==> config.mk <==
export PLATFORM = sky130hd
export DESIGN_NAME = mix_state_reader_flat
export DESIGN_NICKNAME = d
export VERILOG_FILES = /design/src/rtl/mix_state_reader_if.sv /design/src/rtl/mix_state_reader.sv /design/src/flat_wrapper.sv
export SDC_FILE = /design/constraint.sdc
export NUM_CORES = 1
export LEC_CHECK = 0
export ABC_AREA = 1
export CORE_MARGIN = 2
export CORE_UTILIZATION = 45
export CTS_CLUSTER_SIZE = 14
export DETAILED_ROUTE_END_ITERATION = 12
export PLACE_DENSITY = 0.76
export RECOVER_POWER = 100
export SLEW_MARGIN = 20
export SYNTH_ARGS = -nofsm -noshare
export SYNTH_HDL_FRONTEND = slang
export SYNTH_SLANG_ARGS = --single-unit
==> constraint.sdc <==
create_clock -name clk -period 5 [get_ports clk]
set_input_delay 1.25 -clock clk [delete_from_list [all_inputs] [get_ports clk]]
set_output_delay 1.25 -clock clk [all_outputs]
set_load 0.005 [all_outputs]
==> src/rtl/mix_state_reader_if.sv <==
// Handshake bundle between the state-word source, the signature reader and its consumer.
// master drives words and signature ready; slave is the reader block.
interface mix_state_reader_if #(
   parameter int W = 32
);
   logic         in_valid;
   logic         in_ready;
   logic [W-1:0] in_data;
   logic         in_last;
   logic         sig_valid;
   logic         sig_ready;
   logic [W-1:0] sig_data;
   logic [15:0]  sig_count;
   logic         err;

   modport slave (
      input  in_valid, in_data, in_last, sig_ready,
      output in_ready, sig_valid, sig_data, sig_count, err
   );

   modport master (
      output in_valid, in_data, in_last, sig_ready,
      input  in_ready, sig_valid, sig_data, sig_count, err
   );
endinterface

==> src/rtl/mix_state_reader.sv <==
// Buffers one NWORDS-word frame, folds it into a W-bit signature over NWORDS cycles, then offers it.
// Optional completed-frame counter: define MIX_STATE_READER_CNT_EN, otherwise sig_count reads zero.
module mix_state_reader #(
   parameter int NWORDS = 8,
   parameter int W      = 32
) (
   input logic             clk,
   input logic             rst,
   mix_state_reader_if.slave bus
);
   localparam int IW = (NWORDS > 1) ? $clog2(NWORDS) : 1;
   localparam logic [IW-1:0] LAST = IW'(NWORDS - 1);

   typedef enum logic [1:0] {
      COLLECT = 2'd0,
      MIX     = 2'd1,
      OUT     = 2'd2
   } state_t;

   state_t        state, state_nxt;
   logic [IW-1:0] idx, idx_nxt;
   logic [IW-1:0] rnd, rnd_nxt;
   logic [W-1:0]  acc, acc_nxt;
   logic          err_nxt;
   logic          wr_en;
   logic          in_ready_q;
   logic          sig_valid_q;
   logic          err_q;
   logic [W-1:0]  wbuf [NWORDS];

   logic [W-1:0]  mix_t;
   logic [W-1:0]  mix_x;
   logic [W-1:0]  mix_val;

   // One mixing round; all operands are W bits so every step wraps modulo 2^W.
   always_comb begin
      mix_t   = acc + wbuf[rnd];
      mix_x   = mix_t ^ (mix_t << 16);
      mix_val = (mix_x * W'(3)) + W'(5);
   end

   always_comb begin
      state_nxt = state;
      idx_nxt   = idx;
      rnd_nxt   = rnd;
      acc_nxt   = acc;
      err_nxt   = 1'b0;
      wr_en     = 1'b0;
      case (state)
         COLLECT: begin
            if (bus.in_valid && in_ready_q) begin
               wr_en = 1'b1;
               if (idx == LAST) begin
                  // A full frame is processed even when in_last is missing; only flag it.
                  idx_nxt   = '0;
                  rnd_nxt   = '0;
                  acc_nxt   = '0;
                  state_nxt = MIX;
                  err_nxt   = ~bus.in_last;
               end else if (bus.in_last) begin
                  idx_nxt = '0;
                  err_nxt = 1'b1;
               end else begin
                  idx_nxt = idx + IW'(1);
               end
            end
         end
         MIX: begin
            acc_nxt = mix_val;
            if (rnd == LAST) begin
               rnd_nxt   = '0;
               state_nxt = OUT;
            end else begin
               rnd_nxt = rnd + IW'(1);
            end
         end
         OUT: begin
            if (sig_valid_q && bus.sig_ready) begin
               state_nxt = COLLECT;
            end
         end
         default: begin
            state_nxt = COLLECT;
            idx_nxt   = '0;
            rnd_nxt   = '0;
            acc_nxt   = '0;
         end
      endcase
   end

   always_ff @(posedge clk or posedge rst) begin
      if (rst) begin
         state       <= COLLECT;
         idx         <= '0;
         rnd         <= '0;
         acc         <= '0;
         in_ready_q  <= 1'b1;
         sig_valid_q <= 1'b0;
         err_q       <= 1'b0;
      end else begin
         state       <= state_nxt;
         idx         <= idx_nxt;
         rnd         <= rnd_nxt;
         acc         <= acc_nxt;
         in_ready_q  <= (state_nxt == COLLECT);
         sig_valid_q <= (state_nxt == OUT);
         err_q       <= err_nxt;
      end
   end

   // Frame storage carries no reset; every slot is rewritten before it is read.
   always_ff @(posedge clk) begin
      if (wr_en) begin
         wbuf[idx] <= bus.in_data;
      end
   end

   assign bus.in_ready  = in_ready_q;
   assign bus.sig_valid = sig_valid_q;
   assign bus.sig_data  = acc;
   assign bus.err       = err_q;

`ifdef MIX_STATE_READER_CNT_EN
   logic        cnt_inc;
   logic [15:0] cnt_q;

   assign cnt_inc = sig_valid_q && bus.sig_ready;

   always_ff @(posedge clk or posedge rst) begin
      if (rst) begin
         cnt_q <= 16'h0000;
      end else if (cnt_inc) begin
         cnt_q <= cnt_q + 16'd1;
      end
   end

   assign bus.sig_count = cnt_q;
`else
   assign bus.sig_count = 16'h0000;
`endif

endmodule

==> src/flat_wrapper.sv <==
// flat-port wrapper written by rule: the top's interface ports become plain ports
module mix_state_reader_flat 
#(
   parameter int NWORDS = 8,
   parameter int W      = 32
)
  (clk, rst, bus_in_valid, bus_in_data, bus_in_last, bus_sig_ready, bus_in_ready, bus_sig_valid, bus_sig_data, bus_sig_count, bus_err);
  mix_state_reader_if #(.W(W)) bus_i ();
  input logic clk;
  input logic rst;
  input wire logic [$bits(bus_i.in_valid)-1:0] bus_in_valid;
  input wire logic [$bits(bus_i.in_data)-1:0] bus_in_data;
  input wire logic [$bits(bus_i.in_last)-1:0] bus_in_last;
  input wire logic [$bits(bus_i.sig_ready)-1:0] bus_sig_ready;
  output wire logic [$bits(bus_i.in_ready)-1:0] bus_in_ready;
  output wire logic [$bits(bus_i.sig_valid)-1:0] bus_sig_valid;
  output wire logic [$bits(bus_i.sig_data)-1:0] bus_sig_data;
  output wire logic [$bits(bus_i.sig_count)-1:0] bus_sig_count;
  output wire logic [$bits(bus_i.err)-1:0] bus_err;
  assign bus_i.in_valid = bus_in_valid;
  assign bus_i.in_data = bus_in_data;
  assign bus_i.in_last = bus_in_last;
  assign bus_i.sig_ready = bus_sig_ready;
  assign bus_in_ready = bus_i.in_ready;
  assign bus_sig_valid = bus_i.sig_valid;
  assign bus_sig_data = bus_i.sig_data;
  assign bus_sig_count = bus_i.sig_count;
  assign bus_err = bus_i.err;
  mix_state_reader #(.NWORDS(NWORDS), .W(W)) u_core (.clk(clk), .rst(rst), .bus(bus_i));
endmodule
# After elaboration in Yosys (flattened, before gate mapping)
# Memory sizes are Yosys's and may differ from the RTL's.
# Cells that the tools add are included.
# op_classes
add_sub_neg	4
n_eq_ne	7
mux	24
bitwise_logic	4
n_reduce_logical	7
multipliers	1
# op_table
cell	n
$pmux 32 s3	1
$mux 32	2
$add 32x3->32 const B	1
$add 32x32->32	1
$mul 32x2->32 const B	1
$xor 32x32->32	1
$mux 3	6
$pmux 3 s3	1
$mux 1	8
$mux 2	4
$add 3x1->3 const B	2
$eq 3x3->1 const B	2
$pmux 2 s3	1
$pmux 3 s2	1
$eq 2x2->1 const B	2
$logic_not 2->1	2
$ne 2x1->1 const B	2
$not 1->1	3
$reduce_and 3->1	1
$eq 2x1->1 const B	1
$logic_and 1x1->1	2
$reduce_and 2->1	1
$reduce_or 2->1	1
# totals
mem_bits_rw	256
reg_bits	43
memories	1
# memory_table
memory	words	word_bits	read_ports	rd_clocked_by_memory_dff	write_ports	line_no	source
u_core.wbuf	8	32	1	0	1	mix_state_reader.sv:29	logic [W-1:0] wbuf [NWORDS];

# Logic depth before layout (Yosys ltp)
# Gate-level depths: netlist (run 1).
# An unclocked memory read counts as a cell.
# logic_depth
word_depth	6
mapped_depth	34

# Least setup slack after synthesis (run 1)
# No wires, ideal clock.
# synth_path
path_type	register to register
startpoint	register u_core.rnd[0]
endpoint	register u_core.acc[30] (netlist: u_core.bus.sig_data[30])
setup_ps	126
arrival_ps	4678
path_slack_ps	196
path_stages_with_launch	30
t_required_ps	4874
cell_sequence	dfrtp_1 inv_1 buf_2 clkbuf_1 clkbuf_1 nor2_1 o22ai_1 nor2_1 a31oi_1 ha_1 nand2_1 nand2_1 nand2_1 nand3_2 a21oi_4 o21ai_4 a211oi_1 xor2_1 inv_1 ha_1 ha_1 nand2_1 nor4_1 nand3_1 nand3_1 nand3_1 nand4_1 nand2_1 nand2_1 o21ai_0
# synth_between
elab_chain_len	6
# synth_rtl
element	line_no	source
start, declared	mix_state_reader.sv:22	logic [IW-1:0] rnd, rnd_nxt;
start signal, assigned	mix_state_reader.sv:103	rnd <= rnd_nxt;
$mem_v2 8x32	n/a	
$add 32x32->32	mix_state_reader.sv:37	mix_t = acc + wbuf[rnd];
$xor 32x32->32	mix_state_reader.sv:38	mix_x = mix_t ^ (mix_t << 16);
$mul 32x2->32	mix_state_reader.sv:39	mix_val = (mix_x * W'(3)) + W'(5);
$add 32x3->32	mix_state_reader.sv:39	
$pmux 32 s3	mix_state_reader.sv:49	case (state)
end signal, assigned	mix_state_reader.sv:104	acc <= acc_nxt;
end, declared	mix_state_reader.sv:23	logic [W-1:0] acc, acc_nxt;
# No other way between the ends.
# A chain may end at the register's enable or synchronous reset.

# Final worst setup path (run 1)
# layout_path
startpoint	register u_core.rnd[0]
endpoint	register u_core.acc[28] (netlist: u_core.bus.sig_data[28])
# The elaborated chain is that of the path after synthesis.

==> metrics.md, run 1 <==
| Metric | Value |
|---|---|
| Status | finished with violations |
| Failing checks | capacitance limit, slew limit |
| CP arrival | 5.30 ns |
| Sequential fraction of the synthesis area | 0.549 |
| WHS Endpoint | u_core.bus.sig_data[24]$_DFFE_PP0P_ |
| Die area | 37000 um2 |
| Hold path start | u_core.bus.sig_data[24]$_DFFE_PP0P_ |
| Buffers plus inverters on the worst setup path | 7 |
| Worst Skew | 0.0148 ns |
| Pin count of the biggest net entering global routing | 86 |
| R2R depth | 30 |
| Die X | 192 um |
| Total wire length | 43000 um |
| N_diodes | 0 |
| Global Route Usage Sum | 0.218 |
| RR Startpoint | u_core.rnd[0]$_DFFE_PP0P_ |
| Largest stage delay on the critical path | 0.52 ns |
| Fillers | 2793 |
| Final hold viol count | 0 |
| I/O pin cnt | 88 |
| HPWL after detailed placement | 28300 um |
| First-pass GRT wire length | 62900 um |
| Post-synth top area cell | edfxtp_1 |
| Post-synth top flop | edfxtp_1 |
| Initial DRC Count | 1145 |
| Peak Freq | 206 MHz |
| Slew Limit Headroom | -0.441 |
| # DRC | 0 |
| Clock latency at the later pin of the worst-skew pair | 0.56 ns |
| GPL Wtd Cong | 0.958 |
| Final Max Slew Viols | 44 |
| Post-route minimum period | 4.86 ns |
| DIE HEIGHT | 192 um |
| Largest fanout on the critical path | 7 |
| EDFF count, synth | 256 |
| Port buffer count | 71 |
| Initial core utilization | 0.460 |
| CTS tree | yes |
| H-tree Lvls | 1 |
| Syn Inst Count | 1666 |
| Hold buffer count at cts | 0 |
| Clock buffer count from CTS | 30 |
| Initial antenna violation count | 1 |
| Crit end category | register |
| First-pass detailed-route iteration total | 5 |
| ANT nets after route | 0 |
| Vias in the first global route | 11900 |
| HP Class | register to register |
| Async set-or-reset flop fraction in the synthesized netlist | 0.144 |
| Setup_tns | 0 ns |
| Setup violations, final | 0 |
| Global route overflow | 0 |
| Tightest Pin Transition | 2.15 ns |
| Cell variety after synth | 57 |
| #FFs+latches synth | 299 |
| Core area | 34700 um2 |
| Most used cell, CP | nand2_1 |
| Commonest cells in the netlist | 309 x nor2_1, 284 x nand2_1, 256 x edfxtp_1, 171 x o21ai_0, 125 x inv_1 |
| Vias post-DR | 12800 |
| CP max stage cell | dfrtp_4 |
| Synthesized area per cell | 9.58 um2 |
| Most frequent cell after synthesis | nor2_1 |
| Synth warn | 0 |
| FF-to-FF setup slack | 0.14 ns |
| CP delay by family, top | simple AND/OR/NAND/NOR gates |
| CTS Sinks | 299 |
| Worst Path Required | 5.44 ns |
| Clock transition at path regs | 0.06 ns |
| Core Rows | 68 |
| Period Utilization, post-route | 0.972 |
| Max Root-Sink Buffers | 3 |
| Share of cells above drive strength 1 | 0.175 |
| Worst reg2reg endpoint | u_core.bus.sig_data[28]$_DFFE_PP0P_ |
| Top-area cell type share of the netlist area | 0.482 |
| Vias per cell | 5.53 |
| Hold Path Depth | 2 |
| Max-Cap Viols | 1 |
| Final Core Density | 0.572 |
| Root Driver | clkbuf_16 |
| Crit start category | register |
| Synth Cell Area | 16000 um2 |
| Top post-synthesis cells by area | edfxtp_1 48%, nor2_1 7.3%, nand2_1 6.7% |
| Syn-to-layout area delta | 24.4% |
| WL per Instance | 18.6 um |
| RSZ-0062 raised after global routing | true |
| Critical path type | register to register |
| Layout Nets | 1959 |
## cell families after synthesis
group | share of synthesized area
simple gates | 0.168
compound gates | 0.128
flops | 0.549
buf+inv | 0.0511
fa+ha+maj | 0.0692
xor+xnor | 0.0336
other cells | 0.000235
mux | 0.000627
## state kept, by name, indices dropped and copies added, names as in the netlist
register / cells
u_core.bus.err: 1
u_core.bus.in_ready: 1
u_core.bus.sig_data: 32
u_core.bus.sig_valid: 1
u_core.idx: 3
u_core.rnd: 3
u_core.state: 2
u_core.wbuf: 256
## layout make-up
cell class                      instances  area (um2)  share of cell area
Clock inverter                         14         156             0.00788
Clock buffer                           41         813              0.0410
Tap cell                              455         569              0.0287
Multi-Input combinational cell       1182        7100               0.358
Sequential cell                       299        8770               0.442
Inverter                              131         513              0.0259
Timing Repair Buffer                  191        1920              0.0970
## worst max-delay path by stage
stage | start | endpoint | slack, ns | depth (start not counted)
6_report | u_core.rnd[0]$_DFFE_PP0P_ | u_core.bus.sig_data[28]$_DFFE_PP0P_ | 0.14 | 30
5_1_grt | u_core.rnd[1]$_DFFE_PP0P_ | u_core.bus.sig_data[31]$_DFFE_PP0P_ | -0.19 | 29
4_1_cts | u_core.rnd[0]$_DFFE_PP0P_ | u_core.bus.sig_data[31]$_DFFE_PP0P_ | 0.02 | 28
3_5_place_dp | u_core.rnd[0]$_DFFE_PP0P_ | u_core.bus.sig_data[29]$_DFFE_PP0P_ | -0.16 | 25
3_3_place_gp | u_core.rnd[0]$_DFFE_PP0P_ | u_core.bus.sig_data[29]$_DFFE_PP0P_ | -0.08 | 25
2_1_floorplan | u_core.rnd[0]$_DFFE_PP0P_ | u_core.bus.sig_data[30]$_DFFE_PP0P_ | 0.20 | 29
## what timing repair did
| item | in CTS | in global routing |
|---|---|---|
| buffers inserted | 0 | 25 |
| pin swaps | 0 | 44 |
| gates cloned | 1 | 7 |
| endpoints found under the setup margin | 6 | 16 |
| resized for setup | 6 | 148 |
## cells in the final DEF, fill, tap and decap left out, types with 7 or more instances in the layout
cell and n:
nor2_1 292, nand2_1 267, edfxtp_1 256, o21ai_0 157, inv_1 120, buf_4 96
ha_1 65, a21oi_1 56, nand3_1 42, dfrtp_1 40, clkbuf_16 38, clkdlybuf4s50_1 37
o22ai_1 35, dlygate4sd3_1 34, nand2_2 25, a31oi_1 24, xor2_1 23, a21oi_2 16
conb_1 16, o21ai_1 14, ha_4 14, nor2_2 10, a31oi_2 10, nor2_4 10
xnor2_2 10, clkbuf_1 10, xnor2_1 9, inv_2 8, xor2_2 8, buf_12 7
## stage by stage
step	hold slack, ns	cells	area, um2	setup WS (ns)
final	0.554	2313	19800	0.138
after global routing	0.607	2313	19800	-0.192
after CTS	0.561	2281	18800	0.0198
after detailed placement	0.535	2225	17700	-0.157
after global placement	0.532	2225	17700	-0.0799
after floorplan	0.498	1681	16000	0.196
## worst reg2reg max path, delay by kind of cell, from the launching register on
kind,cells,cell delay [ns]
flip-flops,1,0.52
buffers and inverters,7,0.87
AO/OA/AOI/OAI,7,0.83
AND/OR/NAND/NOR,13,1.42
adder cells (fa/ha/maj),3,1.10
## layer usage
metal / share of wire / global-route usage
met5: 0 / 0
met4: 0.028 / 0.0713
met3: 0.074 / 0.0302
met2: 0.49 / 0.367
met1: 0.41 / 0.293
Power of run 1 is left out: the tool's default activity adds up to more than one toggle a clock period on the data nets, which glitch-free logic cannot reach.
==> run 2: changes to the inputs <==
Settings changed: CAP_MARGIN from default to 40, MAX_ROUTING_LAYER from default to met4, SKIP_LAST_GASP from default to 1.
==> run 2 against run 1 <==
Compared with the run above: the run still ends with capacitance limit, slew limit left; routed wire length hardly changed; first-iteration DRC count is 2.5% lower; die area stayed put; critical endpoint is now u_core.bus.sig_data[29]$_DFFE_PP0P_; critical path depth is 2 lower; maximum frequency is 0.11% higher.
==> metrics.md, run 2 (synthesis gave the netlist of run 1 again) <==
| Metric | Value |
|---|---|
| Worst Slack Setup Final | 0.143 ns |
| Pin count of the biggest net entering global routing | 58 |
| Tightest Pin Transition | 2.41 ns |
| HP Class | register to register |
| Worst Path Required | 5.51 ns |
| Largest stage delay on the critical path | 0.57 ns |
| CTS Sinks | 299 |
| FF-to-FF setup slack | 0.14 ns |
| Syn-to-layout area delta | 25.4% |
| # DRC | 0 |
| Global Route Usage Sum | 0.223 |
| Initial core utilization | 0.460 |
| Critical path type | register to register |
| Met3 usage | 0.0255 |
| Die X | 192 um |
| Final cell count without fillers | 2337 |
| R2R depth | 28 |
| Fillers | 2831 |
| Initial DRC Count | 1116 |
| Final Max Slew Viols | 172 |
| I/O pin cnt | 88 |
| Post-route minimum period | 4.86 ns |
| Area of the multi-input gates | 7120 um2 |
| Clock transition at path regs | 0.06 ns |
| Max-Cap Viols | 7 |
| WL per Instance | 18.4 um |
| Crit end category | register |
| CTS tree | yes |
| Total wire length | 43000 um |
| Largest fanout on the critical path | 8 |
| GPL Wtd Cong | 0.936 |
| Failing checks | capacitance limit, slew limit |
| Initial antenna violation count | 0 |
| Final Core Density | 0.576 |
| Share of cells above drive strength 1 | 0.184 |
| DIE HEIGHT | 192 um |
| Core Rows | 68 |
| Hold path start | u_core.idx[0]$_DFFE_PP0P_ |
| Final hold viol count | 0 |
| Most frequent cells in the layout | 298 x nor2_1, 267 x nand2_1, 256 x edfxtp_1, 151 x o21ai_0, 121 x inv_1 |
| Busiest grt layer | met2 |
| Die area | 37000 um2 |
| Met2 GRT Util | 0.367 |
| N_diodes | 0 |
| Slew Limit Headroom | -0.606 |
| Max Root-Sink Buffers | 3 |
| Met1 Use GR | 0.292 |
| Top reg by flops | u_core.wbuf |
| Crit start category | register |
| Worst Skew | 0.0211 ns |
| Vias post-DR | 12800 |
| Register area | 8770 um2 |
| Buffers plus inverters on the worst setup path | 6 |
| WHS Endpoint | u_core.idx[0]$_DFFE_PP0P_ |
| Worst reg2reg endpoint | u_core.bus.sig_data[29]$_DFFE_PP0P_ |
| Vias per cell | 5.46 |
| Number of flip-flops in the largest register | 256 |
| Peak Freq | 206 MHz |
| Clock buffer count from CTS | 31 |
| First-pass detailed-route iteration total | 5 |
| CP arrival | 5.37 ns |
| Dpl cells | 2255 |
| Hold Path Depth | 1 |
| CP delay by family, top | compound AO/OA/AOI/OAI gates |
| Layout Nets | 1986 |
| RR Startpoint | u_core.rnd[0]$_DFFE_PP0P_ |
| Commonest non-fill, non-tap cell in the layout | nor2_1 |
| ANT nets after route | 0 |
| RSZ-0062 raised after global routing | true |
| Hold buffer count at cts | 0 |
| H-tree Lvls | 1 |
| Core area | 34700 um2 |
| Global route overflow | 0 |
| HPWL after detailed placement | 28300 um |
| Setup violations, final | 0 |
| Period Utilization, post-route | 0.971 |
| Pre-CTS WS | -0.255 ns |
| First-pass GRT wire length | 62300 um |
| Port buffer count | 71 |
| CP max stage cell | dfrtp_4 |
| Vias in the first global route | 11700 |
| Root Driver | clkbuf_16 |
| Clock latency at the later pin of the worst-skew pair | 0.58 ns |
| Status | finished with violations |
-- run 2: cell types whose count changed in the layout (fill, tap and decap cells not counted), sizes merged, moves of 2 or more --
cell,previous run,this run
dlygate4sd3,34,58
buf,112,135
inv,130,132
clkdlybuf4s50,37,13
-- run 2: final cells by class --
cell class | count | share of cell area
Clock buffer | 37 | 0.0399
Sequential cell | 299 | 0.438
Tap cell | 455 | 0.0285
Timing Repair Buffer | 217 | 0.105
Clock inverter | 16 | 0.00732
Inverter | 131 | 0.0255
Multi-Input combinational cell | 1182 | 0.356
-- run 2: worst reg2reg max path, delay by kind of cell, from the launching register on --
kind	cells	cell delay, ns
compound gates	11	1.80
flops	1	0.57
fa+ha+maj	4	1.10
simple gates	6	0.46
xor+xnor	1	0.23
buf+inv	6	0.59
-- run 2: through the flow --
step           hold WS [ns]  setup TNS (ns)  area, um2
3_5_place_dp          0.526           -1.05      18000
3_3_place_gp          0.531          -0.533      18000
5_1_grt               0.547           -1.11      20000
4_1_cts               0.535               0      19000
6_report              0.534               0      20000
2_1_floorplan         0.498               0      16000
-- run 2: what timing repair did --
item                       4_1_cts  5_1_grt
setup endpoints to repair        9       15
buffers inserted                 2       19
pin swaps                        1       54
gates resized for setup         10      159
cloned                           0        8
-- run 2: how the worst max path moves through the flow --
stage | endpoint | depth (start not counted) | startpoint | slack [ns]
after global placement | u_core.bus.sig_data[26]$_DFFE_PP0P_ | 25 | u_core.rnd[0]$_DFFE_PP0P_ | -0.15
after CTS | u_core.bus.sig_data[29]$_DFFE_PP0P_ | 26 | u_core.rnd[0]$_DFFE_PP0P_ | 0.0006
after global routing | u_core.bus.sig_data[29]$_DFFE_PP0P_ | 27 | u_core.rnd[0]$_DFFE_PP0P_ | -0.13
final | u_core.bus.sig_data[29]$_DFFE_PP0P_ | 28 | u_core.rnd[0]$_DFFE_PP0P_ | 0.14
after detailed placement | u_core.bus.sig_data[26]$_DFFE_PP0P_ | 25 | u_core.rnd[0]$_DFFE_PP0P_ | -0.26
after floorplan | u_core.bus.sig_data[30]$_DFFE_PP0P_ | 29 | u_core.rnd[0]$_DFFE_PP0P_ | 0.20
-- run 2: routing by layer --
layer | up-vias | share of wire
li1 | 6093 | -
met1 | 6130 | 0.42
met2 | 461 | 0.50
met3 | 77 | 0.058
met4 | 0 | 0.026
met5 | - | 0
Power of run 2 is left out for the same reason.
